--- src/rtl/lifo_stack.sv ---
// Synchronous LIFO stack with a registered pop output and push/pop bypass.
// The occupancy counter doubles as the stack pointer, and the flags are decoded from it.
module lifo_stack #(
  parameter int DEPTH      = 12,
  parameter int DATA_WIDTH = 8
) (
  input  logic                  clk,
  input  logic                  rst,
  input  logic [DATA_WIDTH-1:0] data_wr,
  input  logic                  wr_en,
  output logic                  lifo_full,
  output logic [DATA_WIDTH-1:0] data_rd,
  input  logic                  rd_en,
  output logic                  lifo_empty
);

  localparam int CNT_W  = $clog2(DEPTH + 1);
  localparam int ADDR_W = (DEPTH > 1) ? $clog2(DEPTH) : 1;

  logic [DATA_WIDTH-1:0] mem [DEPTH];
  logic [CNT_W-1:0]      count;
  logic [CNT_W-1:0]      count_dec;
  logic [ADDR_W-1:0]     wr_addr;
  logic [ADDR_W-1:0]     rd_addr;
  logic                  push_ok;
  logic                  pop_ok;

  assign lifo_empty = (count == '0);
  assign lifo_full  = (count == CNT_W'(DEPTH));

  assign count_dec = count - CNT_W'(1);
  assign wr_addr   = count[ADDR_W-1:0];
  assign rd_addr   = count_dec[ADDR_W-1:0];

  // Single-sided requests only; a simultaneous push and pop is the bypass case.
  assign push_ok = wr_en && !rd_en && !lifo_full;
  assign pop_ok  = rd_en && !wr_en && !lifo_empty;

  // NOTE: storage has no reset. Its contents are don't-care after reset because
  // count gates every read, and leaving it unreset lets the array map onto RAM.
  always_ff @(posedge clk) begin
    if (rst && push_ok) begin
      mem[wr_addr] <= data_wr;
    end
  end

  // NOTE: sequential state uses non-blocking assignments so every register
  // samples the values from before the edge.
  always_ff @(posedge clk) begin
    if (!rst) begin
      count   <= '0;
      data_rd <= '0;
    end else begin
      if (wr_en && rd_en) begin
        data_rd <= data_wr;
      end else if (push_ok) begin
        count <= count + CNT_W'(1);
      end else if (pop_ok) begin
        data_rd <= mem[rd_addr];
        count   <= count_dec;
      end
    end
  end

endmodule

--- config.mk ---
export PLATFORM = sky130hd
export DESIGN_NAME = lifo_stack
export DESIGN_NICKNAME = d
export VERILOG_FILES = /design/src/rtl/lifo_stack.sv
export SDC_FILE = /design/constraint.sdc
export NUM_CORES = 1
export LEC_CHECK = 0
export CORE_ASPECT_RATIO = 1.75
export CORE_MARGIN = 2
export CORE_UTILIZATION = 60
export CTS_BUF_LIST = sky130_fd_sc_hd__clkbuf_2
export DETAILED_ROUTE_END_ITERATION = 8
export PLACE_DENSITY = 0.79
export SLEW_MARGIN = 10
export SYNTH_ARGS = -nofsm -noshare
export SYNTH_HDL_FRONTEND = slang
export SYNTH_SLANG_ARGS = --single-unit
--- constraint.sdc ---
create_clock -name clk -period 3.2 [get_ports clk]
set_input_delay 0.64 -clock clk [delete_from_list [all_inputs] [get_ports clk]]
set_output_delay 0.64 -clock clk [all_outputs]
set_load 0.005 [all_outputs]
======== Word level (Yosys, flattened, before mapping) ========
Memories as Yosys holds them, arrays and structs flattened.
Index checks and enable logic that the tools add are counted.
storage, ports and cells
  memories kept ........................... 1
  input port bits ......................... 12
  output and inout port bits .............. 10
  register bits after elaboration ......... 12
  bits in writable memories ............... 96
memory list
  memory  words  width  read ports  clocked after memory_dff  write ports  RTL line  text
  mem     12     8      1           0                         1            20        logic [DATA_WIDTH-1:0] mem [DEPTH];
operators by class
  eq/ne operators ......................... 2
  bitwise logic cells ..................... 1
  reductions and logical operators ........ 15
  add/sub/neg operators ................... 2
  muxes and demuxes ....................... 7
operator list
  kind                   number
  $mux W8                3
  $mux W4                2
  $logic_and A1 B1 Y1    6
  $add A4 B1 Y4 const B  1
  $eq A4 B4 Y1 const B   1
  $logic_not A1 Y1       4
  $logic_not A4 Y1       1
  $reduce_and A2 Y1      2
  $reduce_bool A2 Y1     2
  $sub A4 B1 Y4 const B  1
  $mux W1                2
  $ne A2 B1 Y1 const B   1
  $not A1 Y1             1

======== Depth between registers and ports, before layout ========
Gate-level depths: netlist of run 1.
  word-level depth ........................ 6
  depth in mapped cells ................... 9
  gate-level depth less buffers ........... 7

======== Least setup slack after synthesis of run 1 ========
OpenSTA, ideal clock, no wires.
  path type ............................... register -> register
  start point ............................. reg count[0]
  end point ............................... mem mem[10][0], enable pin
  path slack .............................. 0.587 ns
  cell stages (with the launch flop) ...... 8
  arrival ................................. 2.243 ns
  cells stage by stage .................... dfxtp_1 > clkbuf_1 > inv_1 > ha_1 > and3_1 > nor3b_2 > nand3b_1 > nor2_1
between the ends
  cells in the longest elaborated chain, start to end .. 6
ends and longest elaborated chain
  item                           RTL line  text
  start: declaration             21        logic [CNT_W-1:0] count;
  start signal: assignment       57        count <= count + CNT_W'(1);
  start signal: assignment       60        count <= count_dec;
  $eq A4 B4 Y1                   29        assign lifo_full = (count == CNT_W'(DEPTH));
  net lifo_full                  11        output logic lifo_full,
  $logic_not A1 Y1               36        assign push_ok = wr_en && !rd_en && !lifo_full;
  $logic_and A1 B1 Y1            36
  $logic_and A1 B1 Y1            42        if (rst && push_ok) begin
  $mux W1                        42
  $mux W1 (implied by the code)  43        mem[wr_addr] <= data_wr;
  end: declaration               20
The timed path passes the listed nets, and every way through them passes these cells.

======== Final worst setup path of run 1 ========
  start point ............................. reg count[1]
  end point ............................... out lifo_empty
between the ends
  cells in the longest elaborated chain, start to end .. 1
ends and longest elaborated chain
  item              RTL line  text
  $logic_not A4 Y1  28        assign lifo_empty = (count == '0);
  end: declaration  14        output logic lifo_empty
No other way between the ends.

==> results of run 1 <==
-- routing by layer --
layer / track usage (%) / up-vias
met5: 0 / -
met4: 13.7 / 0
met3: 3.82 / 25
met2: 38.6 / 97
met1: 29.2 / 1275
li1: - / 1272
-- flip-flops by register name, summed over array words and instances (netlist names) --
name     cells
mem         96
data_rd      8
count        4
-- critical path: stages, from the launching register on --
cell,delay (ps)
dfxtp_2,420
inv_1,140
ha_1,230
or3b_4,440
inv_2,80
clkdlybuf4s50_1,490
-- report_power, final --
part / total (uW) / internal, uW / leakage, uW / switching (uW)
registers: 1600 / 1570 / 0.000963 / 32.1
clock network: 507 / 96.1 / 0.0000490 / 411
logic: 608 / 278 / 0.000629 / 330
total: 2720 / 1940 / 0.00164 / 773
-- through the flow --
step	utilization [%]	instance area, sq um	std cells	hold slack [ps]	power, uW
after global routing	68.3	5170	430	582	2860
after detailed placement	67.1	5080	414	527	2240
after CTS	68.3	5170	430	554	2730
after floorplan	-	4710	306	496	2040
after global placement	67.1	5080	414	508	2230
final	68.3	5170	430	556	2720
-- placed cells by master (no fill, tap or decap), types with 9 or more instances in the layout --
cell / synthesis / final
edfxtp_1: 96 / 96
clkdlybuf4s50_1: 0 / 21
buf_4: 1 / 17
nor2_1: 15 / 15
nor3b_1: 14 / 14
a21boi_0: 14 / 14
dfxtp_1: 12 / 11
nand2_1: 10 / 10
mux4_2: 10 / 10
mux2_2: 10 / 10
mux2i_1: 10 / 10
clkbuf_2: 0 / 9
-- kinds of logic after synthesis --
group	Yosys count	share of synthesized area [%]
xor gates and xnor gates	1	0.345
muxes	36	10.7
and+or+nand+nor	69	8.66
DFF	108	66.3
buffers and inverters	22	2.26
adders and majority gates	5	1.33
AOI/OAI and AO/OA	65	10.4
-- worst max-delay path by stage --
stage	startpoint	to	slack, ps	depth (start not counted)
after floorplan	count[0]$_SDFFE_PN0P_	mem[10][0]$_DFFE_PP_	590	7
after global placement	rd_en	mem[5][6]$_DFFE_PP_	550	5
after detailed placement	rd_en	mem[8][5]$_DFFE_PP_	510	5
after CTS	count[1]$_SDFFE_PN0P_	lifo_empty	40	5
after global routing	count[0]$_SDFFE_PN0P_	lifo_empty	10	5
final	count[1]$_SDFFE_PN0P_	lifo_empty	190	5
-- layout make-up --
cell class	instances	area, sq um
Clock buffer	9	45.0
Clock inverter	7	43.8
Fill cell	531	2400
Inverter	4	15.0
Multi-Input combinational cell	176	1500
Sequential cell	108	3120
Tap cell	88	110
Timing Repair Buffer	38	338
==> impl_metrics.toml, run 1 <==
[clock_tree]
hold_buffers = 0
clock_latency_ps = 560
htree_levels = 3
cts_buffer_depth = 2
cts_inserted_buffers = 9
path_clk_slew_ps = 280
clock_sinks = 108
post_cts_resize_count = 0
cts_root_buf = "clkbuf_2"
cts_tree = "yes"
cts_setup_buffers = 0

[global_routing]
grt_pass1_wl_um = 14400
grt_max_degree = 37
antenna_found_initial = 0
grt_overflow = 0
grt_use_total_pct = 23.5
grt_pass1_vias = 2645

[timing]
slew_headroom_pct = 56.0
period_needed_ps = 3010
setup_viol = 0
rsz0062_at_grt = "false"
finalCritPeriodShare_pct = 94.0
setup_ws_ps = 193
max_freq_mhz = 333
finalMaxSlewViolations = 0
finalSetupTns_ps = 0
hold_violations = 0
worstMarginPinSlew_ps = 658
skew_ps = 33.5

[synth]
synth_ff_type = "edfxtp_1"
async_flop_share_pct = 0
synth_edf_count = 96
synth_cells = 306
netlist_area_sq_um = 4710
syn_area_per_cell_sq_um = 15.4
syn-num-nets = 323
synth_seq_cells = 108
synth_commonest_cells = "edfxtp_1, nor2_1, a21boi_0, nor3b_1, dfxtp_1"
synth_area_leader_cell = "edfxtp_1"
yosys_warnings = 0
yosysMostFrequentCell = "edfxtp_1"
ys_seq_area_share_pct = 66.3
yosysUniqueCellTypes = 45
synth_top_cell_area_share_pct = 61.2
ys_top_cells_by_area = "edfxtp_1, dfxtp_1, mux4_2"

[final_layout]
layout-drive-gt1-share_pct = 17.5
diodes = 0
area.growth.synth_to_final_pct = 9.77
num-nets-final = 354

[worst_hold_path]
hold_depth = 2
hold_path.startpoint = "data_rd[2]$_SDFFE_PN0P_"
hold_path_class = "reg -> reg"
holdPathEnd = "data_rd[2]$_SDFFE_PN0P_"

[routing]
drt_iter0_markers = 284
drt_pre_antenna_iters = 5
drc = 0
routed_wl_um = 9290
wl_per_cell_um = 21.6
detail-route-antenna-nets = 0
route.met2.wl_um = 4820
routed_via_density = 6.21
wl_met3_um = 456
met1Wirelength_um = 3520
top_layer_used = "met4"
routed-via-count = 2669

[floorplan]
io_pins = 22
core-area_sq_um = 7570
initial_utilization_pct = 62.3
die_y_um = 121
die_w_um = 71.0
rows = 42
die-area_sq_um = 8600

[critical_path]
r2r_slack_ps = 700
crit_path_start_kind = "flop"
reg2reg_from = "count[1]$_SDFFE_PN0P_"
critPathMaxFanout = 8
critical_path_class = "reg -> out"
cp-end-kind = "output port"
crit_arrival_ps = 2370
timing.rr.end = "mem[8][7]$_DFFE_PP_"
worstRegToRegCells = 7
crit_required_ps = 2560

[placement]
io_buffers = 21
dp_hpwl_um = 6700
gp_congestion = 0.923
dp_slack_ps = 508

[pwr]
power.density_nw_per_um2 = 526
peakVddDrop_mv = 0.331
p_leak_uw = 0.00164

[status]
status = "finished clean"

[flow_run]
cap_violations = 0
Power figures use the tool's default switching activity.
==> run 2, diff against run 1 <==
--- a/config.mk
+++ b/config.mk
@@ -11,6 +11,8 @@
 export CTS_BUF_LIST = sky130_fd_sc_hd__clkbuf_2
 export DETAILED_ROUTE_END_ITERATION = 8
 export PLACE_DENSITY = 0.79
+export SETUP_SLACK_MARGIN = 0.5
+export SKIP_LAST_GASP = 1
 export SLEW_MARGIN = 10
 export SYNTH_ARGS = -nofsm -noshare
 export SYNTH_HDL_FRONTEND = slang
==> run 2 against run 1 <==
Effect of this change:
- wire length grew 1.1%
- setup slack gained 430 ps
- clock power is essentially flat
- utilization grew 0.83 points
- global-route usage grew 0.17 points
- total power grew 0.87%
- clock-buffer cell count is the same
- hold slack gained 8.4 ps
- sequential cell count is the same
- die area is the same
- clock skew grew 11 ps
- sequential share of layout area shrank 0.60 points
==> impl_metrics.toml, run 2 (synthesized netlist as in run 1, its figures left out) <==
[final_layout]
diodes = 0
layout_common_cells = "edfxtp_1, clkdlybuf4s50_1, buf_4, nor2_1"
area.growth.synth_to_final_pct = 11.1
ff_latch_area_sq_um = 3130
multi_input_area_sq_um = 1530
layout-drive-gt1-share_pct = 20.6
num-nets-final = 357
nFillCells = 527
largestRegisters = "mem (96), data_rd (8), count (4)"
top_register = "mem"
final_common_cell = "edfxtp_1"
largest_reg_flops = 96

[global_routing]
grt_max_degree = 37
use_met2_pct = 39.1
grt_overflow = 0
grt_pass1_vias = 2688
met3_usage_pct = 3.82
grt_use_total_pct = 23.7
grt_pass1_wl_um = 14500
grt_util_met1_pct = 29.3
busiest_layer = "met2"
antenna_found_initial = 0

[pwr]
peakVddDrop_mv = 0.332
switching_share_pct = 28.4
p_leak_uw = 0.00166
p_sw_uw = 780
power.density_nw_per_um2 = 524
combPwrFrac_pct = 23.1
power_frac_seq_pct = 58.5
p_int_uw = 1960
power_frac_clock_pct = 18.5

[timing]
hold_violations = 0
finalSetupTns_ps = 0
period_needed_ps = 2580
setup_ws_ps = 619
rsz0062_at_grt = "false"
max_freq_mhz = 387
worstMarginPinSlew_ps = 662
skew_ps = 44.5
setup_viol = 0
slew_headroom_pct = 55.7
finalCritPeriodShare_pct = 80.7
finalMaxSlewViolations = 0

[routing]
drt_pre_antenna_iters = 5
wl_per_cell_um = 21.7
routed_via_density = 6.20
routed-via-count = 2685
routed_wl_um = 9390
drt_iter0_markers = 275
drc = 0
detail-route-antenna-nets = 0

[clock_tree]
htree_levels = 3
clock_sinks = 108
cts_tree = "yes"
cts_inserted_buffers = 9
cts_root_buf = "clkbuf_2"
cts_buffer_depth = 2
path_clk_slew_ps = 280
clock_latency_ps = 570

[critical_path]
critical_path_class = "reg -> out"
crit_path_start_kind = "flop"
cp-end-kind = "output port"
crit_arrival_ps = 1940
critPathMaxFanout = 5
crit_required_ps = 2560

[placement]
dp_hpwl_um = 6700
gp_congestion = 0.923
io_buffers = 21
dp_slack_ps = 508

[floorplan]
core-area_sq_um = 7570
die_w_um = 71.0
die_y_um = 121
die-area_sq_um = 8600
io_pins = 22
initial_utilization_pct = 62.3
rows = 42

[status]
status = "finished clean"

[worst_hold_path]
hold_path_class = "reg -> reg"

[flow_run]
cap_violations = 0
-- run 2: cell types whose count changed in the layout (fill, tap and decap cells not counted), sizes merged --
cell,change
dlygate4sd2,+1
clkdlybuf4s50,-1
buf,+3
-- run 2: final timing paths --
kind                      startpoint                       to  slack, ps  cells after the start
min reg2reg  data_rd[2]$_SDFFE_PN0P_  data_rd[2]$_SDFFE_PN0P_        560                      2
max            count[1]$_SDFFE_PN0P_                lifo_full        620                      4
max reg2reg    count[1]$_SDFFE_PN0P_      mem[8][6]$_DFFE_PP_        950                      7
min          data_rd[2]$_SDFFE_PN0P_  data_rd[2]$_SDFFE_PN0P_        560                      2
-- run 2: layout make-up --
cell class                 instances  area share [%]
sequential                       108            59.8
multi-input combinational        176            29.1
timing repair buffer              41            6.86
tap                               88            2.10
clock buffer                       9           0.861
clock inverter                     7           0.837
inverter                           4           0.383
-- run 2: metrics by stage --
step / hold slack, ps / total power (uW) / cell area [sq um] / utilization, % / instances
2_1_floorplan: 496 / 2040 / 4710 / - / 306
3_3_place_gp: 508 / 2230 / 5080 / 67.1 / 414
3_5_place_dp: 527 / 2240 / 5080 / 67.1 / 414
4_1_cts: 554 / 2760 / 5230 / 69.1 / 433
5_1_grt: 583 / 2880 / 5230 / 69.2 / 433
6_report: 565 / 2740 / 5230 / 69.2 / 433
-- run 2: metal layers --
metal  part of all wire [%]  vias to the layer above  wire length (um)
met5                      0                        -                 0
met4                    5.2                        0               486
met3                    5.0                       23               467
met2                     52                       96              4850
met1                     38                     1285              3590
li1                       -                     1281                 -
-- run 2: critical path, stage by stage (launching register included) --
cell	delay, ps
dfxtp_4	420
inv_4	90
ha_4	170
and3_4	200
clkdlybuf4s50_1	490
-- run 2: timing repair --
action	CTS	global route
hold buffers	0	0
setup endpoints to repair	2	1
buffers inserted	3	0
gates resized for setup	14	2
-- run 2: power by group through the flow --
stage | registers [uW] | logic [uW] | clock network (uW)
2_1_floorplan | 1620 | 420 | 0
3_3_place_gp | 1630 | 597 | 0
3_5_place_dp | 1630 | 606 | 0
4_1_cts | 1600 | 634 | 521
5_1_grt | 1610 | 686 | 589
6_report | 1600 | 633 | 506
==> run 3, diff against run 2 <==
--- a/config.mk
+++ b/config.mk
@@ -7,10 +7,10 @@
 export LEC_CHECK = 0
 export CORE_ASPECT_RATIO = 1.75
 export CORE_MARGIN = 2
-export CORE_UTILIZATION = 60
+export CORE_UTILIZATION = 56
 export CTS_BUF_LIST = sky130_fd_sc_hd__clkbuf_2
 export DETAILED_ROUTE_END_ITERATION = 8
-export PLACE_DENSITY = 0.79
+export PLACE_DENSITY = 0.78
 export SETUP_SLACK_MARGIN = 0.5
 export SKIP_LAST_GASP = 1
 export SLEW_MARGIN = 10
==> constraint.sdc (replaced) <==
create_clock -name clk -period 2.15 [get_ports clk]
set_input_delay 0.43 -clock clk [delete_from_list [all_inputs] [get_ports clk]]
set_output_delay 0.43 -clock clk [all_outputs]
set_load 0.005 [all_outputs]
==> run 3 against run 2 <==
Effect of this change:
- the run now ends with negative setup slack left
- die area increased by 6.8%
- critical path depth increased by 9
- utilization increased by 2.9 points
==> impl_metrics.toml, run 3 (synthesized netlist as in run 1, its figures left out) <==
[status]
status = "finished, violations left"
violations = "negative setup slack"

[clock_tree]
clock_sinks = 108
cts_root_buf = "clkbuf_2"
cts_buffer_depth = 2
hold_buffers = 0
path_clk_slew_ps = 290
clock_latency_ps = 610
htree_levels = 3
cts_inserted_buffers = 9
cts_tree = "yes"

[timing]
setup_ws_ps = -20.4
skew_ps = 43.4
worstMarginPinSlew_ps = 543
finalMaxSlewViolations = 0
rsz0062_at_grt = "true"
setup_viol = 2
period_needed_ps = 2170
finalSetupTns_ps = -35.3
max_freq_mhz = 461
whs_ps = 600
finalCritPeriodShare_pct = 101
slew_headroom_pct = 63.5
hold_violations = 0

[floorplan]
core-area_sq_um = 8260
initial_utilization_pct = 57.0
die-area_sq_um = 9190
die_y_um = 125
rows = 44
io_pins = 22
die_w_um = 73.3

[placement]
gp_congestion = 0.901
dp_hpwl_um = 8120
io_buffers = 21
dp.cells = 440
postPlaceCellArea_sq_um = 5370

[routing]
routed-via-count = 3058
routed_via_density = 6.28
detail-route-antenna-nets = 0
drt_pre_antenna_iters = 5
wl_per_cell_um = 23.9
routed_wl_um = 11600
drt_iter0_markers = 185
drc = 0

[pwr]
p_leak_uw = 0.00200
power.density_nw_per_um2 = 794
peakVddDrop_mv = 0.499

[final_layout]
fin_cells = 487
layout-drive-gt1-share_pct = 42.9
final_common_cell = "edfxtp_1"
area.growth.synth_to_final_pct = 26.3
num-nets-final = 406
fin_area_sq_um = 5950
layout_common_cells = "edfxtp_1, buf_4, buf_6, nor3b_1, a21boi_0"
largest_reg_flops = 96
top_register = "mem"
largestRegisters = "mem (96), data_rd (8), count (4)"

[worst_hold_path]
hold_depth = 3
hold_path_class = "in -> reg"

[critical_path]
crit_path_start_kind = "flop"
crit_arrival_ps = 2710
critPathMaxFanout = 6
cp-end-kind = "flop"
worstRegToRegCells = 13
crit_required_ps = 2690
critical_path_class = "reg -> reg"

[global_routing]
grt_max_degree = 21
grt_pass1_vias = 3041
antenna_found_initial = 1
grt_pass1_wl_um = 16900
grt_overflow = 0
grt_use_total_pct = 26.2

[flow_run]
cap_violations = 0
-- run 3: changes by cell type in the layout (fill, tap and decap cells not counted), moves of 5 or more --
cell | previous run | this run
clkdlybuf4s50_1 | 20 | 11
nor2_1 | 15 | 3
dfxtp_1 | 8 | 2
o22ai_2 | 0 | 5
nor2_4 | 0 | 12
buf_4 | 20 | 43
dfxtp_2 | 3 | 9
buf_6 | 0 | 21
buf_2 | 0 | 6
o22ai_1 | 7 | 1
-- run 3: final timing paths --
kind                              start                 endpoint  slack [ps]
setup / recovery  count[0]$_SDFFE_PN0P_    count[0]$_SDFFE_PN0P_         -20
hold / removal                      rst    count[2]$_SDFFE_PN0P_         600
setup reg to reg  count[0]$_SDFFE_PN0P_    count[0]$_SDFFE_PN0P_         -20
hold reg to reg     mem[3][3]$_DFFE_PP_  data_rd[3]$_SDFFE_PN0P_         610
-- run 3: cell type report --
cell class / instances / area, sq um
Antenna cell: 1 / 2.50
Clock buffer: 9 / 45.0
Clock inverter: 7 / 57.6
Fill cell: 515 / 2310
Inverter: 4 / 20.0
Multi-Input combinational cell: 176 / 1730
Sequential cell: 108 / 3140
Tap cell: 92 / 115
Timing Repair Buffer: 90 / 845
-- run 3: through the flow --
stage	power [uW]	utilization (%)	worst slack [ps]
2_1_floorplan	3080	-	47.4
3_3_place_gp	3460	65.1	60.8
3_5_place_dp	3480	65.1	44.1
4_1_cts	4470	69.4	-71.7
5_1_grt	4910	72.0	-133
6_report	4720	72.0	-20.4
-- run 3: critical path: stages (launching register included) --
cell and delay [ps]:
dfxtp_4 420, clkinv_4 50, ha_4 120, or3b_4 380, inv_2 80, buf_4 100
buf_6 80, buf_6 80, buf_6 80, buf_6 90, nor3_4 30, buf_6 130
or3_1 300, and3_4 160
-- run 3: metal layers --
layer / up-vias / global-route usage, % / routed length [um]
met5: - / 0 / 0
met4: 0 / 14.2 / 512
met3: 27 / 3.14 / 520
met2: 108 / 44.8 / 6300
met1: 1533 / 31.3 / 4300
li1: 1390 / - / -
-- run 3: report_power, final --
| part | internal [uW] | total, uW | switching, uW |
|---|---|---|---|
| Sequential | 2340 | 2380 | 33.0 |
| Combinational | 759 | 1470 | 711 |
| Clock | 172 | 874 | 702 |
| Total | 3280 | 4720 | 1450 |
-- run 3: timing repair --
item                                    4_1_cts  5_1_grt
endpoints found under the hold margin         0        0
cloned                                        0        3
endpoints found under the setup margin      118      112
gates resized for setup                      81       21
pin swaps                                    12       11
setup buffers                                15       12
